[src/rtl/serial_parity_framer_if.sv]
// Word-input handshake for serial_parity_framer: in_data/in_valid from the
// producer, in_ready back from the framer. A word moves when valid && ready at a rising edge.
`timescale 1ns/1ps
interface serial_parity_framer_if #(
  parameter int DATA_W = 8
);
  logic [DATA_W-1:0] in_data;
  logic              in_valid;
  logic              in_ready;

  modport master (output in_data, output in_valid, input in_ready);
  modport slave  (input in_data, input in_valid, output in_ready);
endinterface

[src/rtl/serial_parity_framer.sv]
// Parallel-to-serial framer: start, DATA_W data bits LSB-first, optional parity, stop.
// Parity bit and PARITY state exist only when SPF_PARITY_EN is defined.
`timescale 1ns/1ps
module serial_parity_framer #(
  parameter int DATA_W     = 8,
  parameter int BAUD_DIV   = 1,
  parameter int ODD_PARITY = 0
) (
  input  logic                  clk,
  input  logic                  rst,
  serial_parity_framer_if.slave in_if,
  output logic                  tx_bit,
  output logic                  bit_strobe,
  output logic                  busy,
  output logic                  frame_done,
  output logic [2:0]            dbg_state
);

  localparam int BW = (BAUD_DIV > 1) ? $clog2(BAUD_DIV) : 1;
  localparam int CW = $clog2(DATA_W + 1);
  localparam logic [BW-1:0] BAUD_LAST = BW'(BAUD_DIV - 1);
  localparam logic [CW-1:0] DATA_LAST = CW'(DATA_W - 1);

  if (DATA_W < 1) begin : g_bad_data_w
    $error("serial_parity_framer: DATA_W must be at least 1");
  end
  if (BAUD_DIV < 1) begin : g_bad_baud_div
    $error("serial_parity_framer: BAUD_DIV must be at least 1");
  end
  if ((ODD_PARITY != 0) && (ODD_PARITY != 1)) begin : g_bad_odd_parity
    $error("serial_parity_framer: ODD_PARITY must be 0 or 1");
  end

  typedef enum logic [2:0] {
    IDLE   = 3'd0,
    START  = 3'd1,
    DATA   = 3'd2,
    STOP   = 3'd3
`ifdef SPF_PARITY_EN
    ,
    PARITY = 3'd4
`endif
  } state_t;

  state_t            state, state_nxt;
  logic [BW-1:0]     baud_cnt, baud_nxt;
  logic [CW-1:0]     bit_cnt, bit_nxt;
  logic [DATA_W-1:0] shreg, shreg_nxt;
  logic              tx_nxt, strobe_nxt, done_nxt, bit_end;

`ifdef SPF_PARITY_EN
  localparam logic ODD_BIT = 1'(ODD_PARITY);
  logic par_q, par_nxt;
`endif

  assign bit_end         = (baud_cnt == BAUD_LAST);
  assign in_if.in_ready  = (state == IDLE);
  assign dbg_state       = state;

  always_comb begin
    state_nxt = state;
    baud_nxt  = baud_cnt;
    bit_nxt   = bit_cnt;
    shreg_nxt = shreg;
`ifdef SPF_PARITY_EN
    par_nxt   = par_q;
`endif
    if (state != IDLE) begin
      baud_nxt = bit_end ? '0 : baud_cnt + 1'b1;
    end

    case (state)
      IDLE: begin
        baud_nxt = '0;
        // in_ready is implied here, so in_valid alone completes the handshake
        if (in_if.in_valid) begin
          state_nxt = START;
          shreg_nxt = in_if.in_data;
`ifdef SPF_PARITY_EN
          par_nxt   = (^in_if.in_data) ^ ODD_BIT;
`endif
        end
      end
      START: begin
        if (bit_end) begin
          state_nxt = DATA;
          bit_nxt   = '0;
        end
      end
      DATA: begin
        if (bit_end) begin
          shreg_nxt = shreg >> 1;
          if (bit_cnt == DATA_LAST) begin
            bit_nxt = '0;
`ifdef SPF_PARITY_EN
            state_nxt = PARITY;
`else
            state_nxt = STOP;
`endif
          end else begin
            bit_nxt = bit_cnt + 1'b1;
          end
        end
      end
`ifdef SPF_PARITY_EN
      PARITY: begin
        if (bit_end) state_nxt = STOP;
      end
`endif
      STOP: begin
        if (bit_end) state_nxt = IDLE;
      end
      default: state_nxt = IDLE;
    endcase

    // Registered outputs are derived from the upcoming state so they line up
    // with the state register rather than trailing it by a cycle.
    case (state_nxt)
      START:   tx_nxt = 1'b0;
      DATA:    tx_nxt = shreg_nxt[0];
`ifdef SPF_PARITY_EN
      PARITY:  tx_nxt = par_nxt;
`endif
      default: tx_nxt = 1'b1;
    endcase

    strobe_nxt = (state_nxt != IDLE) && ((state == IDLE) || bit_end);
    done_nxt   = (state_nxt == STOP) && (baud_nxt == BAUD_LAST);
  end

  always_ff @(posedge clk or posedge rst) begin
    if (rst) begin
      state      <= IDLE;
      baud_cnt   <= '0;
      bit_cnt    <= '0;
      shreg      <= '0;
      tx_bit     <= 1'b1;
      bit_strobe <= 1'b0;
      busy       <= 1'b0;
      frame_done <= 1'b0;
    end else begin
      state      <= state_nxt;
      baud_cnt   <= baud_nxt;
      bit_cnt    <= bit_nxt;
      shreg      <= shreg_nxt;
      tx_bit     <= tx_nxt;
      bit_strobe <= strobe_nxt;
      busy       <= (state_nxt != IDLE);
      frame_done <= done_nxt;
    end
  end

`ifdef SPF_PARITY_EN
  always_ff @(posedge clk or posedge rst) begin
    if (rst) par_q <= 1'b0;
    else     par_q <= par_nxt;
  end
`endif

  a_busy_state:   assert property (@(posedge clk) disable iff (rst) busy == (state != IDLE));
  a_strobe_frame: assert property (@(posedge clk) disable iff (rst) bit_strobe |-> (state != IDLE));
  a_done_stop:    assert property (@(posedge clk) disable iff (rst) frame_done |-> (state == STOP));
  a_start_low:    assert property (@(posedge clk) disable iff (rst) (state == START) |-> !tx_bit);
  a_idle_high:    assert property (@(posedge clk) disable iff (rst) ((state == IDLE) || (state == STOP)) |-> tx_bit);
  a_baud_range:   assert property (@(posedge clk) disable iff (rst) baud_cnt <= BAUD_LAST);

endmodule

[src/flat_wrapper.sv]
// flat-port wrapper written by rule: the top's interface ports become plain ports
module serial_parity_framer_flat 
#(
  parameter int DATA_W     = 8,
  parameter int BAUD_DIV   = 1,
  parameter int ODD_PARITY = 0
)
  (clk, rst, tx_bit, bit_strobe, busy, frame_done, dbg_state, in_if_in_data, in_if_in_valid, in_if_in_ready);
  serial_parity_framer_if #(.DATA_W(DATA_W)) in_if_i ();
  input  logic clk;
  input  logic rst;
  output logic tx_bit;
  output logic bit_strobe;
  output logic busy;
  output logic frame_done;
  output logic [2:0] dbg_state;
  input wire logic [$bits(in_if_i.in_data)-1:0] in_if_in_data;
  input wire logic [$bits(in_if_i.in_valid)-1:0] in_if_in_valid;
  output wire logic [$bits(in_if_i.in_ready)-1:0] in_if_in_ready;
  assign in_if_i.in_data = in_if_in_data;
  assign in_if_i.in_valid = in_if_in_valid;
  assign in_if_in_ready = in_if_i.in_ready;
  serial_parity_framer #(.DATA_W(DATA_W), .BAUD_DIV(BAUD_DIV), .ODD_PARITY(ODD_PARITY)) u_core (.clk(clk), .rst(rst), .in_if(in_if_i), .tx_bit(tx_bit), .bit_strobe(bit_strobe), .busy(busy), .frame_done(frame_done), .dbg_state(dbg_state));
endmodule
[config.mk]
export PLATFORM = sky130hd
export DESIGN_NAME = serial_parity_framer_flat
export DESIGN_NICKNAME = d
export VERILOG_FILES = /design/src/rtl/serial_parity_framer_if.sv /design/src/rtl/serial_parity_framer.sv /design/src/flat_wrapper.sv
export SDC_FILE = /design/constraint.sdc
export NUM_CORES = 1
export LEC_CHECK = 0
export ABC_AREA = 1
export BUFFER_PORTS_ARGS = -buffer_cell sky130_fd_sc_hd__buf_2
export CORE_MARGIN = 3
export CORE_UTILIZATION = 25
export DETAILED_ROUTE_END_ITERATION = 10
export GPL_ROUTABILITY_DRIVEN = 0
export GPL_TIMING_DRIVEN = 0
export PLACE_DENSITY = 0.49
export SLEW_MARGIN = 25
export SYNTH_ARGS = -nofsm -noshare
export SYNTH_HDL_FRONTEND = slang
export SYNTH_SLANG_ARGS = --single-unit
export TNS_END_PERCENT = 5
[constraint.sdc]
create_clock -name clk -period 4.07 [get_ports clk]
set_clock_uncertainty 0.1 [all_clocks]
set_input_delay 0.814 -clock clk [delete_from_list [all_inputs] [get_ports clk]]
set_output_delay 0.814 -clock clk [all_outputs]
set_load 0.1 [all_outputs]
==> results.md <==
* Post-route DRC at 0
* RSZ-0062 raised after global routing: false
* Outcome: finished, final reports clean
* CP cell instances: inv_2 -> nand2_4 -> nor2_2 -> buf_2
* Setup TNS at 0 ns
* Fraction of the mapped netlist area in compound gates at 2.571%
* Hold-fix buffer count after cts at 0
* Post-Synth Simple-Gate Area at 36.38%
* Fmax at 387.8 MHz
* Top delay family on crit path: buffers and inverters
* Crit-path max FO at 9
* Critical R2R Launch: u_core.dbg_state[0]
* Routed len/inst at 10.35 µm
* # diodes at 0
* WHS at 0.3827 ns
* DR vias at 787
* Actual slew at the worst max-slew pin at 0.7619 ns
* Post-CTS setup buffer count at 0
* Pwr per Cell Area at 446.7 nW/µm²
* Post-CTS sizing at 0
* Adder-Cell Fraction of Synth Area at 1.285%
* Mean post-synth cell area at 8.465 µm²
* Drt via density at 4.254
* Layout cells sized above 1 at 24.82%
* I/O pin total at 19
* Mapped Area at 973.4 µm²
* Finished Layout Cells at 185
* Final Max Tran Viols at 0
* TritonCTS clock tree: built
* Post-DRT Antenna Nets at 0
* Root Driver: clkbuf_8
* First-pass GRT wire length at 3.491 mm
* Critical path endpoint category: output pin
* Worst setup SP type: flip-flop
* Clk sink count at 20
* CP required at 3.16 ns
* Synth cell types at 22
* Fin crit period at 2.579 ns
* Warnings from Yosys at 0
* Largest net degree at the start of global routing at 21
* Reg clk slew, reported paths at 0.07 ns
* Final core utilization at 31.41%
* Drt total wl at 1.914 mm
* Clk Latency, worst-skew pair at 0.25 ns
* Worst hold path class: flip-flop to flip-flop
* Worst hold start: u_core.shreg[2]
* Slew HR at 49.15%
* DIE HEIGHT at 68.40 µm
* Final setup viols at 0
* Total congestion overflow at 0
* CTS H-tree depth at 1
* Starting Density at 26.20%
* Worst VDD drop at 0.0002301 V
* Worst setup path class: flip-flop to output pin
* Die Wd at 68.40 µm
* Crit path buffers/inverters at 2
* Leak pwr at 0.6209 nW
* # rows at 22
* Slowest-stage cell, CP: buf_2
* FF+latch count, synth at 20
* DP HPWL at 1.359 mm
* Final period utilization at 63.36%
* Total GRT Usage at 9.901%
* Die ar. at 4679 µm²
* Cells after synthesis at 115
* Num CTS Buffers at 3
* I/O Buffers at 17
* Sequential area share after synthesis at 51.54%
* Fin. Hold Viols at 0
* # placed instances at 181
* Initial DRC Count at 14
* Initial antenna violation count at 0
* Nets at 150
* Slowest stage delay, CP at 0.50 ns
* Worst-case clock buffer depth at 2
* CP Launch Point: u_core.dbg_state[0]
* Drt first pass iters at 4
* Largest family of logic cells by synthesized area: simple AND/OR/NAND/NOR gates
* Max Cap Viol at 0
* Post-synthesis xor/xnor area fraction at 0%
* Core Area at 3716 µm²
* Vias in the first global route at 781
* WP data arrival at 1.66 ns
* Post-synthesis mux area share at 0%
* Layout area overhead at 19.92%
## cell type report
type                       count  area, µm²
sequential                    20      501.7
timing repair buffer          17      85.08
clock buffer                   4      45.04
multi-input combinational     80      399.1
buffer                         3      27.53
tap                           48      60.06
fill                         403       2549
inverter                      13      48.80
## worst reg2reg max path, cell delays in order (launching register included)
cell and delay (ns):
dfrtp_1 0.45, inv_2 0.09, nand2_4 0.07, nor2_4 0.14
nand2_4 0.08, and2_4 0.14, buf_6 0.12, nand2_1 0.05
nand3_1 0.07
## cell usage after synthesis
master	n	area share [%]
nand3_1	30	15
nand2_1	28	11
dfrtp_1	19	49
inv_1	10	3.9
nor2_1	5	1.9
inv_2	3	1.2
buf_6	2	2.3
nand2_4	2	2.3
o21ai_0	2	1.0
o21ai_1	2	1.0
a21oi_1	1	0.51
and2_1	1	0.64
and2_4	1	0.90
buf_2	1	0.51
conb_1	1	0.39
dfstp_2	1	2.7
ha_1	1	1.3
nand2_2	1	0.64
nand4_1	1	0.64
nand4_2	1	1.3
nor2_2	1	0.64
nor2_4	1	1.2
## registers in the layout (all words and copies together), names as in the netlist
signal and cells:
u_core.baud_cnt 1, u_core.bit_strobe 1, u_core.shreg 8, u_core.tx_bit 1
u_core.dbg_state 3, u_core.busy 1, u_core.bit_cnt 4, u_core.frame_done 1
## metrics by stage
stage	area [µm²]	power [mW]	setup slack [ns]
3_3_place_gp	1122	0.3929	1.751
6_report	1167	0.5215	1.491
4_1_cts	1167	0.5286	1.469
3_5_place_dp	1122	0.3940	1.766
5_1_grt	1167	0.5529	1.409
2_1_floorplan	977.2	0.3668	1.152
## where the power goes
group          switching [mW]  internal (mW)  total, mW
Sequential             0.0179          0.229      0.247
Clock                  0.0628         0.0696      0.132
Combinational           0.109         0.0333      0.142
## metal layers
layer  vias up  part of all wire (%)  global-route usage (%)
met2        15                    43                   15.02
li1        413                     -                       -
met1       357                    52                   12.85
met5         -                     0                       0
met3         2                   3.3                   2.627
met4         0                   1.8                   4.963
## final timing paths
path | endpoint | slack [ns] | cells after the start
max | in_if_in_ready | 1.49 | 4
min | u_core.shreg[2] | 0.38 | 2
max reg2reg | u_core.shreg[4] | 2.64 | 8
min reg2reg | u_core.shreg[2] | 0.38 | 2
max in group asynchronous | u_core.bit_cnt[1] | 2.81 | 2
min in group asynchronous | u_core.dbg_state[2] | 0.58 | 2
## kinds of logic after synthesis
family	Yosys count
simple gates	72
flops	20
buf+inv	16
compound gates	5
fa+ha+maj	1
other cells	1
## cells in the final DEF, fill, tap and decap left out
cell and count:
and2_4 1, ha_1 1, and2_1 1, nand2_2 1, nor2_1 5, o21ai_1 2, inv_2 3, clkbuf_8 3
inv_1 10, buf_2 18, nand2_4 2, nor2_4 1, buf_6 2, dfrtp_1 19, clkbuf_1 1, nand4_2 1
a21oi_1 1, conb_1 2, o21ai_0 2, nand3_1 30, dfstp_2 1, nand2_1 28, nor2_2 1, nand4_1 1
Note: power is estimated with default switching activity, not from simulation.
